`config.mk`:
```
export PLATFORM = sky130hd
export DESIGN_NAME = fetch_decode_regs
export DESIGN_NICKNAME = d
export VERILOG_FILES = /design/src/rtl/fetch_decode_regs.sv
export SDC_FILE = /design/constraint.sdc
export NUM_CORES = 1
export LEC_CHECK = 0
export CAP_MARGIN = 0
export CORE_MARGIN = 2
export CORE_UTILIZATION = 50
export DETAILED_ROUTE_END_ITERATION = 8
export HOLD_SLACK_MARGIN = 0.06
export PLACE_DENSITY = 0.87
export SYNTH_ARGS = -nofsm -noshare
export SYNTH_HDL_FRONTEND = slang
export SYNTH_SLANG_ARGS = --single-unit
```
`constraint.sdc`:
```
create_clock -name clk -period 3.17 [get_ports clk]
set_clock_uncertainty 0.05 [all_clocks]
set_input_delay 0.951 -clock clk [delete_from_list [all_inputs] [get_ports clk]]
set_output_delay 0.951 -clock clk [all_outputs]
set_load 0.02 [all_outputs]
```
`src/rtl/fetch_decode_regs.sv`:
```
// fetch_decode_regs
// Front-end pipeline register block. It holds the PC, the IF/ID register and
// the control field of the ID/EX register. Each edge it applies one of three
// actions: a branch flush, the stall controls from the load-use hazard unit,
// or a normal advance. It also keeps saturating stall and flush counters.
module fetch_decode_regs #(
   parameter int               XLEN      = 32,
   parameter logic [XLEN-1:0]  PC_RESET  = '0,
   parameter logic [31:0]      NOP_INSTR = 32'h0000_0013,
   parameter int               CTRL_W    = 8,
   parameter int               CNT_W     = 16
) (
   input  logic              clk,
   input  logic              rst,
   input  logic              PC_Write,
   input  logic              IF_ID_Write,
   input  logic              block_control,
   input  logic              branch_taken,
   input  logic [XLEN-1:0]   branch_target,
   input  logic [31:0]       imem_instr,
   input  logic [CTRL_W-1:0] id_ctrl_in,
   input  logic              cnt_clr,
   output logic [XLEN-1:0]   pc_out,
   output logic [XLEN-1:0]   if_id_pc,
   output logic [31:0]       if_id_instr,
   output logic              if_id_valid,
   output logic [CTRL_W-1:0] id_ex_ctrl,
   output logic [CNT_W-1:0]  stall_cnt,
   output logic [CNT_W-1:0]  flush_cnt
);

   logic [XLEN-1:0]   r_pc;
   logic [XLEN-1:0]   r_ifIdPc;
   logic [31:0]       r_ifIdInstr;
   logic              r_ifIdValid;
   logic [CTRL_W-1:0] r_idExCtrl;
   logic [CNT_W-1:0]  r_stallCnt;
   logic [CNT_W-1:0]  r_flushCnt;

   logic [XLEN-1:0]   w_redirectPc;
   logic [XLEN-1:0]   w_seqPc;
   logic [CTRL_W-1:0] w_ctrlQualified;
   logic              w_stallEvent;
   logic              w_stallSat;
   logic              w_flushSat;
   logic              w_unused_tgt_lsbs;

   // Branch targets are word aligned by dropping the two low bits; sequential PC wraps naturally.
   assign w_redirectPc      = {branch_target[XLEN-1:2], 2'b00};
   assign w_seqPc           = r_pc + XLEN'(4);
   assign w_unused_tgt_lsbs = ^branch_target[1:0];

   // Decoder output is meaningless for an empty IF/ID slot, so it must not leak into ID/EX.
   assign w_ctrlQualified = r_ifIdValid ? id_ctrl_in : '0;

   // A stall cycle is one where the PC is held and no flush overrides it.
   assign w_stallEvent = ~branch_taken & ~PC_Write;
   assign w_stallSat   = (r_stallCnt == {CNT_W{1'b1}});
   assign w_flushSat   = (r_flushCnt == {CNT_W{1'b1}});

   // Program counter: redirect wins, otherwise advance or hold under PC_Write.
   always_ff @(posedge clk or negedge rst) begin
      if (!rst) begin
         r_pc <= PC_RESET;
      end else if (branch_taken) begin
         r_pc <= w_redirectPc;
      end else if (PC_Write) begin
         r_pc <= w_seqPc;
      end
   end

   // IF/ID register: flush empties it, otherwise capture the current fetch or hold.
   always_ff @(posedge clk or negedge rst) begin
      if (!rst) begin
         r_ifIdPc    <= '0;
         r_ifIdInstr <= NOP_INSTR;
         r_ifIdValid <= 1'b0;
      end else if (branch_taken) begin
         r_ifIdPc    <= '0;
         r_ifIdInstr <= NOP_INSTR;
         r_ifIdValid <= 1'b0;
      end else if (IF_ID_Write) begin
         r_ifIdPc    <= r_pc;
         r_ifIdInstr <= imem_instr;
         r_ifIdValid <= 1'b1;
      end
   end

   // ID/EX control field: flush or bubble inserts zero control, otherwise pass the decode.
   always_ff @(posedge clk or negedge rst) begin
      if (!rst) begin
         r_idExCtrl <= '0;
      end else if (branch_taken || block_control) begin
         r_idExCtrl <= '0;
      end else begin
         r_idExCtrl <= w_ctrlQualified;
      end
   end

   // Stall counter: saturating, with clear taking precedence over an increment.
   always_ff @(posedge clk or negedge rst) begin
      if (!rst) begin
         r_stallCnt <= '0;
      end else if (cnt_clr) begin
         r_stallCnt <= '0;
      end else if (w_stallEvent && !w_stallSat) begin
         r_stallCnt <= r_stallCnt + CNT_W'(1);
      end
   end

   // Flush counter: saturating, with clear taking precedence over an increment.
   always_ff @(posedge clk or negedge rst) begin
      if (!rst) begin
         r_flushCnt <= '0;
      end else if (cnt_clr) begin
         r_flushCnt <= '0;
      end else if (branch_taken && !w_flushSat) begin
         r_flushCnt <= r_flushCnt + CNT_W'(1);
      end
   end

   assign pc_out      = r_pc;
   assign if_id_pc    = r_ifIdPc;
   assign if_id_instr = r_ifIdInstr;
   assign if_id_valid = r_ifIdValid;
   assign id_ex_ctrl  = r_idExCtrl;
   assign stall_cnt   = r_stallCnt;
   assign flush_cnt   = r_flushCnt;

endmodule
```
## Yosys cells after proc, flatten, opt, wreduce, memory -nomap -nowiden

Cells that the tools add are included.

- Bits in registers: 137
- Bits in latches: 0
- Memory bits (writable): 0
- ROM bits: 0
- Input port bits: 79
- Output and inout port bits: 137
- Word-level logic and storage cells: 38
- Memories kept: 0

- $add $sub $neg: 3
- $mul: 0
- Div/mod/pow operators: 0
- $lt $le $gt $ge: 0
- Equal/unequal tests: 2
- Shifts and indexed selects: 0
- Muxes and demuxes: 14
- Bitwise operators: 3
- Reduce and logical (&&, ||, !) cells: 9

Operator list:

| operator | number |
|---|---|
| $mux 32 | 6 |
| $mux 16 | 4 |
| $add 16x1->16 const B | 2 |
| $add 32x3->32 const B | 1 |
| $eq 16x16->1 const B | 2 |
| $mux 8 | 2 |
| $reduce_bool 2->1 | 4 |
| $logic_and 1x1->1 | 2 |
| $logic_not 1->1 | 2 |
| $mux 1 | 2 |
| $not 1->1 | 2 |
| $and 1x1->1 | 1 |
| $logic_or 1x1->1 | 1 |

## Logic depth before layout (Yosys ltp)

Gate-level depths: netlist of run 1.

- Word-level depth: 5
- Gate-level depth with buffers: 6
- Gate-level depth less buffers: 5

## Least setup slack after synthesis of run 1

Ideal clock, no wire load.

- Path kind: in2reg
- Start: input port PC_Write
- End: register r_pc[24], in the netlist pc_out[24]
- Library setup time: 82 ps
- Arrival time: 2504 ps
- Data required time: 3038 ps
- Slack: 534 ps
- Cell stages on the path: 6
- Buffers on the path: 2
- Path through: buf_4 -> nand2_1 -> or4_1 -> buf_2 -> or4_1 -> a31oi_1

- Cells in the longest elaborated chain, start to end: 1

Ends and longest elaborated chain:

| element | RTL line | text |
|---|---|---|
| start, declared | 15 | `input logic PC_Write,` |
| $reduce_bool 2->1 (no line) | -- |  |
| end signal, assigned | 66 | `r_pc <= w_redirectPc;` |
| end signal, assigned | 68 | `r_pc <= w_seqPc;` |
| end, declared | 32 | `logic [XLEN-1:0] r_pc;` |

No other way between the ends.
A chain may end at the register's enable or synchronous reset.

## Worst setup path in the final report of run 1

Same ends and word-level chain as after synthesis.

==> results_dict.tcl, run 1 <==
set metrics [dict create \
    outcome "complete, no violations" \
    critPathMaxFanout 6 \
    synth_edf_count 0 \
    critPathBufInv 1 \
    num_rows 41 \
    clkPwrFrac_pct 46.1 \
    antenna_found_initial 0 \
    arrival_ns 3.01 \
    vias 5960 \
    root_buffer "clkbuf_16" \
    postCtsSetupRepairBufs 0 \
    finalWirelength_um 19400 \
    grt_overflow_total 0 \
    synthCells 628 \
    synth_seq_cells 134 \
    first_pass_iters 5 \
    grt_pass1_vias 5913 \
    clk_latency_ns 0.42 \
    fillers 852 \
    crit_family "simple AND/OR/NAND/NOR gates" \
    async_reset_ff_share_pct 100 \
    maxCapViolCount 0 \
    n_antenna_cell 0 \
    fin_crit_ns 2.72 \
    num_io_pins 216 \
    cts_tree "built" \
    drc_errors 0 \
    swShare_pct 25.4 \
    crit_top_cell "or4_1" \
    place.gp.congestion 0.908 \
    clockBufferDepth 2 \
    synth.yosys.warnings 0 \
    p_per_area_nw_per_um2 522 \
    postRouteAntennaNets 0 \
    cp_slowest_cell "or4_1" \
    drive_gt1_share_pct 7.78 \
    path_cells "clkdlybuf4s50_1 > nand2_1 > or4_1 > or4_1 > a31oi_1" \
    clock_sinks 134 \
    design.die.area_um2 13700 \
    fin_crit_sh_pct 85.8 \
    hold_viol 0 \
    hpwl_um 13200 \
    slowest_delay_ns 0.66 \
    internal-power_uw 3640 \
    ctsResizeCount 0 \
    initial_utilization_pct 50.8 \
    coreArea_um2 12600 \
    hold_ws_ns 0.467 \
    io_buffer_count 211 \
    syn_area_um2 6390 \
    initialDrtViolationCount 564 \
    maxSlewHeadroom_pct 43.0 \
    startpoint_type "primary input" \
    grt_max_degree 76 \
    syn_avg_cell_area_um2 10.2 \
    htree_levels 4 \
    pwr-share-comb_pct 14.6 \
    vdd_drop_max_uv 393 \
    switchingPower_uw 1240 \
    end_kind "flop" \
    drv_slew 0 \
    netlist-cell-type-count 44 \
    maxClockFrequency_mhz 368 \
    die_x_um 117 \
    synthFlopType "dfrtp_1" \
    leakage_uw 0.00390 \
    multi_input_area_um2 2830 \
    register_area_um2 3360 \
    vias_per_cell 5.84 \
    fin_tns_setup_ns 0 \
    cts_hold_buf 0 \
    setup_viol 0 \
    yosysSeqAreaShare_pct 52.6 \
    hp-class "in -> async" \
    cts.clk_slew.worst_paths_ns 0.06 \
    nets 918 \
    crit_required_ns 3.46 \
    die_h_um 117 \
    critPathKind "in -> reg" \
    pwr-share-seq_pct 39.3 \
    tightest_slew_ns 0.847 \
    cts_buffers 17 \
    track_usage_pct 29.2 \
    area_delta_synth_final_pct 46.4 \
    rsz0062_at_grt "false" \
    grt_pass1_wl_um 30600 \
    wl_per_cell_um 19.0 \
]
==> power groups by stage <==
stage / combinational, uW / sequential [uW] / clock, uW
floorplan: 211 / 2030 / 0
global placement: 685 / 1930 / 0
detailed placement: 709 / 1940 / 0
CTS: 719 / 1910 / 2270
global route: 764 / 1930 / 2350
finish: 714 / 1920 / 2250
==> cells in the final DEF, fill, tap and decap left out, drive strengths merged, types with 9 or more instances in the layout <==
| cell type | netlist | final |
|---|---|---|
| clkdlybuf4s50 | 0 | 208 |
| dfrtp | 131 | 131 |
| nor2 | 87 | 87 |
| mux2i | 63 | 63 |
| nand2 | 43 | 43 |
| or4 | 33 | 33 |
| a21oi | 27 | 27 |
| o31ai | 26 | 26 |
| nand3 | 26 | 26 |
| o21ai | 22 | 22 |
| nand4 | 19 | 19 |
| buf | 14 | 19 |
| clkbuf | 25 | 18 |
| and2 | 10 | 10 |
| nor4 | 10 | 10 |
| a31oi | 10 | 10 |
| or3 | 9 | 9 |
| xnor2 | 9 | 9 |
==> path summary, 6_finish.rpt <==
check,start,to,slack [ns],cells after the start
worst max-delay path,PC_Write,pc_out[24],0.45,5
worst max register to register,pc_out[4],pc_out[24],0.75,4
max in group asynchronous,rst,if_id_pc[24],1.83,2
min in group clk,if_id_pc[18],if_id_pc[18],0.48,2
worst min register to register,if_id_pc[18],if_id_pc[18],0.48,2
worst min-delay path,rst,id_ex_ctrl[5],0.47,1
==> through the flow <==
stage | cell area (um2) | utilization, % | setup WS, ns | cells | power, uW
5_1_grt | 9350 | 74.4 | 0.417 | 1020 | 5040
4_1_cts | 9350 | 74.4 | 0.481 | 1020 | 4900
2_1_floorplan | 6390 | - | 0.534 | 629 | 2240
6_report | 9350 | 74.4 | 0.450 | 1020 | 4880
3_5_place_dp | 8680 | 69.1 | 0.0385 | 989 | 2650
3_3_place_gp | 8680 | 69.1 | 0.0993 | 989 | 2620
==> flip-flops by register name, summed over array words and instances (netlist names) <==
signal       count
if_id_valid      1
flush_cnt       16
id_ex_ctrl       8
if_id_pc        31
pc_out          30
stall_cnt       16
if_id_instr     32
==> logic make-up after synthesis <==
kind of cell,Yosys count,share of synthesized area [%]
and+or+nand+nor,267,21.7
DFF,134,52.6
AOI/OAI and AO/OA,95,9.21
muxes,69,10.9
buffers and inverters,46,3.19
xor gates and xnor gates,13,1.78
adders and majority gates,3,0.588
other,1,0.0587
==> synth_stat cells (3+ instances only) <==
master,number,area share [%]
dfrtp_1,131,51
nor2_1,87,5.1
mux2i_1,63,9.9
nand2_1,43,2.5
or4_1,31,3.6
a21oi_1,27,2.1
o31ai_1,26,3.1
clkbuf_1,25,1.5
nand3_1,25,2.0
o21ai_0,22,1.7
nand4_1,18,1.8
a31oi_1,10,0.98
and2_1,10,0.98
nor4_1,10,0.98
or3_1,9,0.88
xnor2_1,9,1.2
buf_1,7,0.41
inv_1,6,0.35
mux2_2,6,1.1
nor2b_1,6,0.59
and3_1,5,0.49
nor3_1,5,0.39
and4_1,4,0.55
buf_4,4,0.47
nor3b_1,4,0.47
xor2_1,4,0.55
dfstp_2,3,1.2
ha_1,3,0.59
o211ai_1,3,0.35
or2_2,3,0.29
==> metal layers <==
metal	global-route usage (%)	wire length [um]	vias to the layer above
met1	34.8	7330	2929
li1	-	-	2696
met3	10.0	1680	43
met2	49.3	9930	292
met4	10.7	445	0
met5	0	0	-
==> final cells by class <==
cell class	count	area share (%)
flip-flops and latches	134	35.9
multi-input cells	449	30.3
repair buffers	227	24.1
clock buffers	18	4.70
clock inverters	13	2.45
well taps	172	2.30
inverters	7	0.281
Note: power is estimated with default switching activity, not from simulation.
==> inputs of run 2 (changes only) <==
--- a/config.mk
+++ b/config.mk
@@ -10,7 +10,7 @@
 export CORE_UTILIZATION = 50
 export DETAILED_ROUTE_END_ITERATION = 8
 export HOLD_SLACK_MARGIN = 0.06
-export PLACE_DENSITY = 0.87
+export PLACE_DENSITY = 0.9
 export SYNTH_ARGS = -nofsm -noshare
 export SYNTH_HDL_FRONTEND = slang
 export SYNTH_SLANG_ARGS = --single-unit
==> run 2 against run 1 <==
  * Total power is 8.6% lower
  * Die area stayed put
  * Register-to-register slack better by 0.02 ns
  * Clock power is 19% lower
  * Critical path type unchanged
  * Via count is 1.0% lower
  * Global-route usage is 0.43 points lower
  * Critical path depth stayed put
  * Routed wire length is 2.9% lower
  * Combinational power hardly changed
  * Worst hold slack worse by 0.055 ns
  * First-iteration DRC count is 9.4% higher
  * Sequential power hardly changed
==> results_dict.tcl, run 2 (synthesized netlist as in run 1, its figures left out) <==
set metrics [dict create \
    clk_latency_ns 0.42 \
    finalNonFillerCells 1020 \
    critPathKind "in -> reg" \
    maxCapViolCount 0 \
    multi_input_area_um2 2830 \
    slowest_delay_ns 0.66 \
    initialDrtViolationCount 617 \
    cp_slowest_cell "or4_1" \
    vias 5899 \
    hpwl_um 13100 \
    root_buffer "clkbuf_16" \
    finalWirelength_um 18800 \
    drv_slew 0 \
    postCtsSetupRepairBufs 0 \
    fillers 862 \
    maxClockFrequency_mhz 367 \
    hold_viol 0 \
    cts.clk_slew.worst_paths_ns 0.05 \
    cts_buffers 17 \
    largest_reg_flops 32 \
    drc_errors 0 \
    initial_utilization_pct 50.8 \
    path_cells "clkdlybuf4s50_1 > nand2_1 > or4_1 > or4_1 > a31oi_1" \
    final_common_cell "clkdlybuf4s50_1" \
    fin_crit_ns 2.72 \
    arrival_ns 3.01 \
    grt_max_degree 66 \
    cts_hold_buf 0 \
    stdcell_area_um2 9240 \
    grt_pass1_wl_um 30100 \
    track_usage_pct 28.8 \
    nets 919 \
    crit_family "simple AND/OR/NAND/NOR gates" \
    critPathMaxFanout 8 \
    clockBufferDepth 2 \
    design.die.area_um2 13700 \
    coreArea_um2 12600 \
    htree_levels 4 \
    num_io_pins 216 \
    vdd_drop_max_uv 301 \
    n_antenna_cell 0 \
    first_pass_iters 7 \
    postRouteAntennaNets 0 \
    reg2reg_from "pc_out[4]" \
    cts_tree "built" \
    io_buffer_count 211 \
    p_per_area_nw_per_um2 483 \
    fin_util_pct 73.5 \
    vias_per_cell 5.78 \
    crit_required_ns 3.46 \
    wl_per_cell_um 18.5 \
    dpl_cell_area_um2 8690 \
    critPathBufInv 1 \
    maxSlewHeadroom_pct 49.4 \
    grt_overflow_total 0 \
    die_x_um 117 \
    r2r_slack_ns 0.77 \
    hp-class "in -> async" \
    drive_gt1_share_pct 7.43 \
    ctsResizeCount 0 \
    area_delta_synth_final_pct 44.6 \
    mostFrequentLayoutCells "clkdlybuf4s50_1, dfrtp_1, nor2_1" \
    startpoint_type "primary input" \
    num_rows 41 \
    rsz0062_at_grt "false" \
    setup_viol 0 \
    grt_pass1_vias 5953 \
    outcome "complete, no violations" \
    clock_sinks 134 \
    tightest_slew_ns 0.756 \
    crit_top_cell "or4_1" \
    antenna_found_initial 0 \
    end_kind "flop" \
    r2r-end "pc_out[24]" \
    register_area_um2 3360 \
    die_h_um 117 \
    place_inst 990 \
    r2r_cells 4 \
    fin_crit_sh_pct 85.9 \
    place.gp.congestion 0.869 \
    fin_tns_setup_ns 0 \
    leakage_uw 0.00387 \
]
==> run 2: power by group <==
part / internal [uW] / switching [uW] / total (uW)
Sequential: 1810 / 105 / 1910
Combinational: 347 / 369 / 716
Clock: 1130 / 697 / 1830
==> run 2: final cells by class <==
class | count | area share [%]
timing repair buffer | 228 | 24.5
sequential | 134 | 36.3
multi-input combinational | 449 | 30.6
clock inverter | 3 | 0.163
tap | 172 | 2.33
inverter | 7 | 0.284
clock buffer | 27 | 5.77
==> run 2: through the flow <==
step,setup WS (ns),hold slack (ns),total power (uW)
global route,0.359,0.436,4630
CTS,0.481,0.419,4490
floorplan,0.534,0.520,2240
global placement,0.0908,0.450,2610
finish,0.447,0.412,4460
detailed placement,0.0422,0.460,2640
==> run 2: how the worst max path moves through the flow <==
stage	startpoint	end	slack, ns	cells past startpoint
3_5_place_dp	PC_Write	pc_out[24]	0.04	5
5_1_grt	PC_Write	pc_out[24]	0.36	5
6_report	PC_Write	pc_out[24]	0.45	5
2_1_floorplan	PC_Write	pc_out[24]	0.53	6
4_1_cts	PC_Write	pc_out[24]	0.48	5
3_3_place_gp	PC_Write	pc_out[24]	0.09	5
==> run 2: routing by layer <==
metal / GRT usage [%] / routed length (um)
met1: 33.5 / 7180
met2: 48.8 / 9660
met3: 9.27 / 1470
met4: 12.9 / 519
met5: 0 / 0
==> run 2: worst register-to-register path, delay by kind of cell (launching register included) <==
kind | cells | cell delay, ns
compound gates | 1 | 0.18
flops | 1 | 0.52
simple gates | 3 | 1.57
==> inputs of run 3 (changes only) <==
--- a/config.mk
+++ b/config.mk
@@ -6,11 +6,14 @@
 export NUM_CORES = 1
 export LEC_CHECK = 0
 export CAP_MARGIN = 0
+export CELL_PAD_IN_SITES_DETAIL_PLACEMENT = 1
+export CELL_PAD_IN_SITES_GLOBAL_PLACEMENT = 1
 export CORE_MARGIN = 2
-export CORE_UTILIZATION = 50
+export CORE_UTILIZATION = 37
 export DETAILED_ROUTE_END_ITERATION = 8
 export HOLD_SLACK_MARGIN = 0.06
-export PLACE_DENSITY = 0.9
+export MAX_ROUTING_LAYER = met4
+export PLACE_DENSITY = 0.89
 export SYNTH_ARGS = -nofsm -noshare
 export SYNTH_HDL_FRONTEND = slang
 export SYNTH_SLANG_ARGS = --single-unit
==> run 3 against run 2 <==
  * Die area rose by 34%
  * Fmax fell by 2.1%
  * First-iteration DRC count fell by 45%
  * Routed wire length rose by 7.8%
  * Sequential power barely moved
  * Non-clock buffer count rose by 2
  * Sequential share of layout area fell by 0.57 points
  * Cell area rose by 1.6%
  * Global-route usage fell by 5.0 points
==> results_dict.tcl, run 3 (synthesized netlist as in run 1, its figures left out) <==
set metrics [dict create \
    p_per_area_nw_per_um2 499 \
    clock_sinks 134 \
    coreArea_um2 17100 \
    tightest_slew_ns 0.743 \
    place.gp.congestion 0.818 \
    place_ws_ns 0.0145 \
    r2r-end "pc_out[24]" \
    nets 921 \
    vias 5807 \
    finalNonFillerCells 1077 \
    startpoint "PC_Write" \
    wl_per_cell_um 18.9 \
    setup_viol 0 \
    first_pass_iters 4 \
    cts_buffers 17 \
    drc_errors 0 \
    power_uw 4680 \
    startpoint_type "primary input" \
    arrival_ns 3.06 \
    maxCapViolCount 0 \
    htree_levels 4 \
    largest_reg_flops 32 \
    clockBufferDepth 2 \
    critPathMaxFanout 8 \
    initialDrtViolationCount 340 \
    hp-class "in -> async" \
    final_common_cell "clkdlybuf4s50_1" \
    root_buffer "clkbuf_16" \
    vias_per_cell 5.39 \
    design.die.area_um2 18300 \
    fin_crit_sh_pct 87.7 \
    crit_required_ns 3.45 \
    track_usage_pct 23.8 \
    critPathKind "in -> reg" \
    cts.clk_slew.worst_paths_ns 0.06 \
    maxClockFrequency_mhz 360 \
    reg2reg_from "pc_out[4]" \
    clk_latency_ns 0.42 \
    cts_tree "built" \
    io_buffer_count 211 \
    leakage_uw 0.00389 \
    cts_hold_buf 0 \
    hold_viol 0 \
    ctsResizeCount 0 \
    hpwl_um 14200 \
    r2r_cells 4 \
    finalWirelength_um 20300 \
    place_inst 1045 \
    vdd_drop_max_uv 353 \
    die_x_um 135 \
    drv_slew 0 \
    r2r_slack_ns 0.69 \
    die_h_um 135 \
    num_io_pins 216 \
    outcome "complete, no violations" \
    crit_path_end "pc_out[24]" \
    antenna_found_initial 0 \
    area_delta_synth_final_pct 46.9 \
    postCtsSetupRepairBufs 0 \
    grt_max_degree 63 \
    grt_pass1_vias 6209 \
    initial_utilization_pct 37.4 \
    rsz0062_at_grt "false" \
    n_antenna_cell 0 \
    grt_pass1_wl_um 33100 \
    num_rows 48 \
    fin_util_pct 55.0 \
    mostFrequentLayoutCells "clkdlybuf4s50_1, dfrtp_1, nor2_1" \
    grt_overflow_total 0 \
    finalWorstSetupSlack_ns 0.389 \
    fin_crit_ns 2.78 \
    fin_tns_setup_ns 0 \
    drive_gt1_share_pct 8.22 \
    maxSlewHeadroom_pct 50.4 \
    end_kind "flop" \
    postRouteAntennaNets 0 \
]
-- run 3: cell types whose count changed in the layout (fill, tap and decap cells not counted) --
cell / change
buf_4: +2
clkinv_2: -1
clkbuf_1: -3
clkinv_4: +2
clkbuf_8: -6
inv_6: +3
clkinvlp_4: +4
bufinv_16: +3
-- run 3: critical path: stages --
cell and delay (ns):
clkdlybuf4s50_1 0.53, nand2_1 0.12, or4_1 0.69, or4_1 0.56, a31oi_1 0.20
-- run 3: per-stage QoR --
step                      hold WS [ns]  instance area (um2)
after global placement           0.451                 8770
after floorplan                  0.520                 6390
final                            0.425                 9380
after global routing             0.440                 9380
after detailed placement         0.459                 8770
after CTS                        0.428                 9380
-- run 3: worst min path at each step --
stage                   start               to  slack, ns  cells past startpoint
2_1_floorplan  if_id_instr[0]   if_id_instr[0]       0.52                      2
3_3_place_gp      if_id_pc[8]      if_id_pc[8]       0.45                      2
3_5_place_dp     if_id_pc[23]     if_id_pc[23]       0.46                      2
4_1_cts                   rst  if_id_instr[16]       0.43                      1
5_1_grt                   rst    flush_cnt[10]       0.44                      1
6_report                  rst    flush_cnt[10]       0.42                      1
-- run 3: power by group --
| group | switching [uW] | internal, uW | leakage, uW |
|---|---|---|---|
| combinational | 365 | 349 | 0.00185 |
| sequential | 105 | 1800 | 0.00175 |
| clock | 795 | 1260 | 0.000289 |
-- run 3: routing by layer --
metal | track usage, % | vias to the layer above | wire [um]
met5 | - | - | 0
met1 | 28.4 | 2933 | 8490
met3 | 6.14 | 21 | 1050
met4 | 6.77 | 0 | 281
met2 | 40.0 | 154 | 10500
li1 | - | 2699 | -
-- run 3: final cells by class --
class | instances | area [um2]
sequential | 134 | 3360
tap | 225 | 282
clock inverter | 14 | 174
timing repair buffer | 230 | 2280
clock buffer | 18 | 439
multi-input combinational | 449 | 2830
inverter | 7 | 26.3
fill | 1871 | 7670
